File: config.mk
export PLATFORM = sky130hd
export DESIGN_NAME = log_sprite_engine
export DESIGN_NICKNAME = d
export VERILOG_FILES = /design/src/rtl/log_sprite_engine.sv
export SDC_FILE = /design/constraint.sdc
export NUM_CORES = 2
export LEC_CHECK = 0
export CORE_MARGIN = 3
export CORE_UTILIZATION = 35
export DETAILED_ROUTE_END_ITERATION = 8
export SYNTH_ARGS = -nofsm -noshare
export SYNTH_HDL_FRONTEND = slang
export SYNTH_SLANG_ARGS = --single-unit
export TNS_END_PERCENT = 50
File: constraint.sdc
create_clock -name CLK -period 5.1 [get_ports CLK]
set_clock_uncertainty 0.15 [all_clocks]
set_input_delay 1.02 -clock CLK [delete_from_list [all_inputs] [get_ports CLK]]
set_output_delay 1.02 -clock CLK [all_outputs]
set_load 0.05 [all_outputs]
File: src/rtl/log_sprite_engine.sv
// ---------------------------------------------------------------------------
// log_sprite_engine
//
// Multi-object sprite renderer for the river lane. Holds a double-buffered
// table of NUM_OBJ object positions: game logic writes the shadow copy at any
// time, and frame_start promotes it to the active copy used for rendering.
// One OBJ_W x OBJ_H bitmap is drawn at every enabled position. A two-stage
// pipeline turns the scan coordinate into a colour and a drawing request.
// The block also reports, once per frame, whether a probe pixel (the frog
// anchor) was covered by any opaque object pixel.
//
// Ports:
//   CLK, RESETn          pixel clock, asynchronous active-low reset
//   oCoord_X/oCoord_Y    current scan coordinate
//   frame_start          start-of-frame strobe: commits table and probe result
//   wr_en/wr_idx/wr_x/   shadow-table write port (slot, start X/Y, enable)
//   wr_y/wr_vld
//   probe_X/probe_Y      probe pixel coordinate
//   drawing_request      current pixel is an opaque sprite pixel
//   mVGA_RGB             RRRGGGBB colour of the current pixel
//   hit_idx              slot that produced the current pixel
//   probe_on_obj         probe pixel was covered during the previous frame
//   probe_valid          probe_on_obj reflects at least one complete frame
// ---------------------------------------------------------------------------
module log_sprite_engine #(
    parameter int NUM_OBJ  = 16,
    parameter int OBJ_W    = 40,
    parameter int OBJ_H    = 10,
    parameter int SCREEN_W = 640,
    parameter int WRAP_X   = 1,
    parameter int IDX_W    = $clog2(NUM_OBJ)
) (
    input  logic             CLK,
    input  logic             RESETn,
    input  logic [10:0]      oCoord_X,
    input  logic [10:0]      oCoord_Y,
    input  logic             frame_start,
    input  logic             wr_en,
    input  logic [IDX_W-1:0] wr_idx,
    input  logic [10:0]      wr_x,
    input  logic [10:0]      wr_y,
    input  logic             wr_vld,
    input  logic [10:0]      probe_X,
    input  logic [10:0]      probe_Y,
    output logic             drawing_request,
    output logic [7:0]       mVGA_RGB,
    output logic [IDX_W-1:0] hit_idx,
    output logic             probe_on_obj,
    output logic             probe_valid
);

    localparam int DXW = $clog2(OBJ_W + 1);
    localparam int DYW = $clog2(OBJ_H + 1);

    // Bitmap colour: a deterministic gradient over the object body.
    function automatic logic [7:0] romColour(input logic [DYW-1:0] dy,
                                             input logic [DXW-1:0] dx);
        return (8'(dy) * 8'(OBJ_W) + 8'(dx)) ^ 8'h5A;
    endfunction

    // Bitmap mask: a regular pattern of holes (knots in the log) is transparent.
    function automatic logic romMask(input logic [DYW-1:0] dy,
                                     input logic [DXW-1:0] dx);
        return !(((32'(dx) % 8) == 7) && ((32'(dy) % 4) == 3));
    endfunction

    logic [10:0] r_shX [NUM_OBJ];
    logic [10:0] r_shY [NUM_OBJ];
    logic        r_shV [NUM_OBJ];
    logic [10:0] r_acX [NUM_OBJ];
    logic [10:0] r_acY [NUM_OBJ];
    logic        r_acV [NUM_OBJ];

    logic             w_wrOk;
    logic [NUM_OBJ-1:0] w_hit;
    logic [11:0]      w_dx [NUM_OBJ];
    logic [11:0]      w_dy [NUM_OBJ];
    logic             w_any;
    logic [IDX_W-1:0] w_selIdx;
    logic [DXW-1:0]   w_selDx;
    logic [DYW-1:0]   w_selDy;
    logic             w_match;

    logic             r_s1Hit;
    logic [IDX_W-1:0] r_s1Idx;
    logic [DXW-1:0]   r_s1Dx;
    logic [DYW-1:0]   r_s1Dy;
    logic [10:0]      r_s1X;
    logic [10:0]      r_s1Y;
    logic [10:0]      r_s2X;
    logic [10:0]      r_s2Y;
    logic             r_draw;
    logic [7:0]       r_rgb;
    logic [IDX_W-1:0] r_idx;
    logic             r_sticky;
    logic             r_probeOn;
    logic             r_probeValid;

    assign w_wrOk = wr_en && (int'(wr_idx) < NUM_OBJ);

    // Shadow table takes writes; the active table is reloaded on frame_start.
    // A write in the same cycle as frame_start is forwarded into the active
    // copy so the committed table always reflects the latest write.
    always_ff @(posedge CLK or negedge RESETn) begin
        if (!RESETn) begin
            for (int i = 0; i < NUM_OBJ; i++) begin
                r_shX[i] <= '0;
                r_shY[i] <= '0;
                r_shV[i] <= 1'b0;
                r_acX[i] <= '0;
                r_acY[i] <= '0;
                r_acV[i] <= 1'b0;
            end
        end else begin
            if (w_wrOk) begin
                r_shX[wr_idx] <= wr_x;
                r_shY[wr_idx] <= wr_y;
                r_shV[wr_idx] <= wr_vld;
            end
            if (frame_start) begin
                for (int i = 0; i < NUM_OBJ; i++) begin
                    if (w_wrOk && (wr_idx == IDX_W'(i))) begin
                        r_acX[i] <= wr_x;
                        r_acY[i] <= wr_y;
                        r_acV[i] <= wr_vld;
                    end else begin
                        r_acX[i] <= r_shX[i];
                        r_acY[i] <= r_shY[i];
                        r_acV[i] <= r_shV[i];
                    end
                end
            end
        end
    end

    // Per-slot hit test. Differences are taken in 12 bits so a scan position
    // left of / above the object wraps to a large value and fails the range
    // check. With horizontal wrap the X offset is folded modulo SCREEN_W.
    always_comb begin
        for (int i = 0; i < NUM_OBJ; i++) begin
            w_dy[i] = {1'b0, oCoord_Y} - {1'b0, r_acY[i]};
            if ((WRAP_X != 0) && (oCoord_X < r_acX[i])) begin
                w_dx[i] = {1'b0, oCoord_X} + 12'(SCREEN_W) - {1'b0, r_acX[i]};
            end else begin
                w_dx[i] = {1'b0, oCoord_X} - {1'b0, r_acX[i]};
            end
            w_hit[i] = r_acV[i]
                    && ({1'b0, r_acX[i]} < 12'(SCREEN_W))
                    && ({1'b0, oCoord_X} < 12'(SCREEN_W))
                    && (w_dy[i] < 12'(OBJ_H))
                    && (w_dx[i] < 12'(OBJ_W));
        end
    end

    // Lowest-index hitting slot wins: scan from the top down so the last
    // assignment belongs to the smallest index.
    always_comb begin
        w_any    = 1'b0;
        w_selIdx = '0;
        w_selDx  = '0;
        w_selDy  = '0;
        for (int i = NUM_OBJ - 1; i >= 0; i--) begin
            if (w_hit[i]) begin
                w_any    = 1'b1;
                w_selIdx = IDX_W'(i);
                w_selDx  = w_dx[i][DXW-1:0];
                w_selDy  = w_dy[i][DYW-1:0];
            end
        end
    end

    // Stage 1 captures the winning slot and its bitmap address; stage 2 reads
    // the bitmap. Scan coordinates travel alongside for the probe compare.
    always_ff @(posedge CLK or negedge RESETn) begin
        if (!RESETn) begin
            r_s1Hit <= 1'b0;
            r_s1Idx <= '0;
            r_s1Dx  <= '0;
            r_s1Dy  <= '0;
            r_s1X   <= '0;
            r_s1Y   <= '0;
            r_s2X   <= '0;
            r_s2Y   <= '0;
            r_draw  <= 1'b0;
            r_rgb   <= 8'h00;
            r_idx   <= '0;
        end else begin
            r_s1Hit <= w_any;
            r_s1Idx <= w_selIdx;
            r_s1Dx  <= w_selDx;
            r_s1Dy  <= w_selDy;
            r_s1X   <= oCoord_X;
            r_s1Y   <= oCoord_Y;
            r_s2X   <= r_s1X;
            r_s2Y   <= r_s1Y;
            r_idx   <= r_s1Idx;
            if (r_s1Hit && romMask(r_s1Dy, r_s1Dx)) begin
                r_draw <= 1'b1;
                r_rgb  <= romColour(r_s1Dy, r_s1Dx);
            end else begin
                r_draw <= 1'b0;
                r_rgb  <= 8'h00;
            end
        end
    end

    assign w_match = r_draw && (r_s2X == probe_X) && (r_s2Y == probe_Y);

    // Sticky probe flag accumulates over the frame; frame_start publishes it
    // (including a match landing on that very cycle) and starts a new frame.
    always_ff @(posedge CLK or negedge RESETn) begin
        if (!RESETn) begin
            r_sticky     <= 1'b0;
            r_probeOn    <= 1'b0;
            r_probeValid <= 1'b0;
        end else if (frame_start) begin
            r_probeOn    <= r_sticky | w_match;
            r_sticky     <= 1'b0;
            r_probeValid <= 1'b1;
        end else if (w_match) begin
            r_sticky <= 1'b1;
        end
    end

    assign drawing_request = r_draw;
    assign mVGA_RGB        = r_rgb;
    assign hit_idx         = r_idx;
    assign probe_on_obj    = r_probeOn;
    assign probe_valid     = r_probeValid;

endmodule
==> impl_metrics.py <==
metrics = {
    "worst_setup_path": {
        "cp_data_arrival_time_ns": 5.64,
        "cp_slowest_cell": "clkdlybuf4s50_1",
        "worstPathCellList": "clkdlybuf4s50_1 > inv_1 > ha_1 > buf_4 > buf_4 > ha_1 > inv_1 > o21ai_0 > or3_1 > o22a_1 > xnor2_1 > o2111ai_1 > o32a_1 > or4_4 > buf_4 > and3_1 > o21ai_0 > o21ai_0 > a311oi_2 > o31a_1",
        "worstPathMaxFanout": 6,
        "critPathBufInv": 6,
        "cp-startpoint": "oCoord_X[7]",
        "cp-start-kind": "input port",
        "path_delay_family": "compound AO/OA/AOI/OAI gates",
        "regToRegStartpoint": "r_acX[0]",
        "max_stage_delay_ns": 0.51,
        "cp.required_ns": 5.61,
        "critPathKind": "input port to flop",
        "endpoint_kind": "flop",
    },
    "drt": {
        "drtPass1Iterations": 6,
        "ant_nets": 0,
        "post_drt_via_cell_ratio": 5.282,
        "vias": 43590,
        "routedWlPerCell_microns": 21.15,
        "routed_wl_microns": 174600,
        "initialDrtViolationCount": 3553,
        "drt_drc_violations_left": 0,
    },
    "die": {
        "dieArea_sq_um": 148900,
        "rows": 138,
        "core-area_sq_um": 142400,
        "die_width_microns": 385.9,
        "die_height_microns": 385.9,
        "ios": 90,
        "initial_core_util_pct": 35.46,
    },
    "layout": {
        "fin_area_sq_um": 65180,
        "fin_nets": 6815,
        "area_delta_synth_final_pct": 29.05,
        "fill_cells": 13490,
        "final_common_cell": "buf_4",
        "drive_gt1_share_pct": 27.41,
        "utilization_pct": 45.75,
        "mostFrequentLayoutCells": "buf_4, dfrtp_1, o21ai_0",
    },
    "job": {
        "drv_cap": 0,
    },
    "power_and_ir_drop": {
        "vdd_ir_drop_max_mv": 0.2638,
        "powerDensity_nw_per_um2": 405.2,
        "p_leak_nw": 30.06,
    },
    "synth": {
        "synthCells": 5245,
        "async_flop_share_pct": 100.0,
        "ys_seq_elements": 811,
        "synth_fp_nets": 5777,
        "ys_seq_area_share_pct": 40.18,
        "synth_edf_count": 0,
        "ys.flop_type": "dfrtp_1",
        "syn_area_sq_um": 50510,
        "yosysWarnings": 0,
        "syn_avg_cell_area_sq_um": 9.629,
        "yosys.cell_types.count": 94,
    },
    "worst_hold_path": {
        "hold_start": "r_s1X[9]",
        "hold_class": "flop to flop",
    },
    "global_route": {
        "grt_pass1_vias": 42150,
        "grt_usage_pct": 23.24,
        "grt_overflow": 0,
        "antenna_found_initial": 11,
        "grt_max_degree": 109,
        "grt_pass1_wl_microns": 263100,
    },
    "timing": {
        "fin_setup_tns_ns": -0.02282,
        "worst_slew_pin_slew_ns": 1.196,
        "setup_ws_ns": -0.02282,
        "slew_violations": 0,
        "layout_min_cycle_time_ns": 5.123,
        "hold_viol": 0,
        "maxSlewHeadroom_pct": 19.99,
        "hold_slack_ns": 0.1847,
        "finalCritPeriodShare_pct": 100.4,
        "rsz0062_at_grt": "true",
        "max_freq_ghz": 0.1952,
        "finalSetupViolCount": 1,
    },
    "placement": {
        "place.gp.congestion": 0.9620,
        "placed_cell_area_sq_um": 61380,
        "portBuffers": 89,
        "hpwl_microns": 131700,
    },
    "clock_network": {
        "cts-root-buf": "clkbuf_16",
        "insertion_delay_ns": 0.72,
        "cts_tree": "done",
        "cts_htree_levels": 3,
        "postCtsHoldBufs": 0,
        "clkTransAtPathRegs_ns": 0.06,
        "numCtsBuffers": 93,
        "cts_buffer_depth": 3,
        "cts_sinks": 811,
    },
    "status": {
        "status": "finished with violations",
        "violations": "setup timing",
    },
}
through the flow:
step | power (mW) | instances | worst slack, ns
2_1_floorplan | 14.08 | 5245 | 0.02398
3_3_place_gp | 18.67 | 8067 | -1.076
3_5_place_dp | 18.88 | 8067 | -1.131
4_1_cts | 26.31 | 8244 | 0.001865
5_1_grt | 27.98 | 8252 | -0.06766
6_report | 26.41 | 8253 | -0.02282
report_power, final:
group          leakage [nW]  internal (mW)  switching (mW)
registers              10.1           7.73           0.404
clock network          1.61           4.27            3.00
logic                  18.3           5.15            5.85
total                  30.1           17.2            9.25
final cells by class:
cell class | count | area [sq um] | area share [%]
well taps | 1890 | 2365 | 3.628
inverters | 458 | 1719 | 2.638
clock buffers | 117 | 2517 | 3.862
diodes | 1 | 2.502 | 0.003839
flip-flops and latches | 811 | 20290 | 31.14
clock inverters | 57 | 812.0 | 1.246
repair buffers | 1122 | 9245 | 14.18
multi-input cells | 3797 | 28220 | 43.30
logic make-up after synthesis:
| group | Yosys count | share of synthesized area (%) |
|---|---|---|
| AO/OA/AOI/OAI | 1409 | 17.68 |
| XOR/XNOR | 166 | 2.879 |
| adder cells (fa/ha/maj) | 457 | 11.81 |
| buffers and inverters | 638 | 4.784 |
| flip-flops | 811 | 40.18 |
| multiplexers | 465 | 10.27 |
| AND/OR/NAND/NOR | 1299 | 12.39 |
synth_stat cells (13+ instances only):
cell | count | area share, %
xor2_1 | 63 | 1.1
nand2b_1 | 80 | 0.99
o221ai_1 | 13 | 0.23
o21ai_0 | 580 | 5.7
xnor2_1 | 103 | 1.8
nand4_1 | 29 | 0.36
ha_1 | 424 | 11
o21bai_1 | 26 | 0.39
a21oi_1 | 245 | 2.4
a22oi_1 | 13 | 0.19
nor2b_1 | 106 | 1.3
nand3_1 | 41 | 0.41
o31ai_1 | 21 | 0.31
clkbuf_1 | 158 | 1.2
dfrtp_1 | 811 | 40
nor3b_1 | 14 | 0.21
and3_1 | 26 | 0.32
a2111oi_0 | 24 | 0.42
o2111ai_1 | 31 | 0.54
inv_1 | 456 | 3.4
a211oi_1 | 31 | 0.46
o211ai_1 | 42 | 0.62
o21a_1 | 76 | 1.1
o31a_1 | 31 | 0.54
or3_1 | 35 | 0.43
and2_1 | 18 | 0.22
nand3b_1 | 18 | 0.27
or4_1 | 13 | 0.19
nor3_1 | 90 | 0.89
mux2_2 | 426 | 9.5
a21o_1 | 62 | 0.92
a31oi_1 | 23 | 0.28
a211o_1 | 18 | 0.31
fa_1 | 33 | 1.3
nand2_1 | 462 | 3.4
nor4_1 | 34 | 0.42
a221oi_1 | 15 | 0.26
a21boi_0 | 14 | 0.21
o22ai_1 | 24 | 0.30
mux2i_1 | 39 | 0.77
nor2_1 | 287 | 2.1
per-layer routing:
metal  GRT usage, %  wire (microns)
met4          7.148            4956
met5              0               0
met1          33.63           83190
met2          35.99           77170
met3          2.972            9247
state kept, by name, indices dropped and copies added (netlist names), 4 cells and up:
signal / flops
r_acY: 176
r_s1Dy: 4
r_s2X: 11
r_s2Y: 11
r_shV: 16
r_shY: 176
r_s1Y: 11
r_s1X: 11
r_acV: 16
r_s1Idx: 4
mVGA_RGB: 8
r_acX: 176
hit_idx: 4
r_s1Dx: 6
r_shX: 176
what timing repair did:
| item | in CTS | in global routing |
|---|---|---|
| pin swaps | 2 | 25 |
| gates resized for setup | 22 | 66 |
| endpoints found under the setup margin | 13 | 14 |
| cloned | 1 | 1 |
| buffers inserted | 2 | 7 |
path summary, 6_finish.rpt:
kind / endpoint / slack [ns] / cells past startpoint
max in group asynchronous: r_acX[9] / 3.44 / 2
setup / recovery: r_s1Dy[2] / -0.02 / 20
hold reg to reg: r_s2X[9] / 0.18 / 0
min in group asynchronous: r_acX[148] / 0.24 / 1
setup reg to reg: r_s1Dx[0] / 0.66 / 20
hold / removal: r_s2X[9] / 0.18 / 0
(Power assumes the default switching activity.)
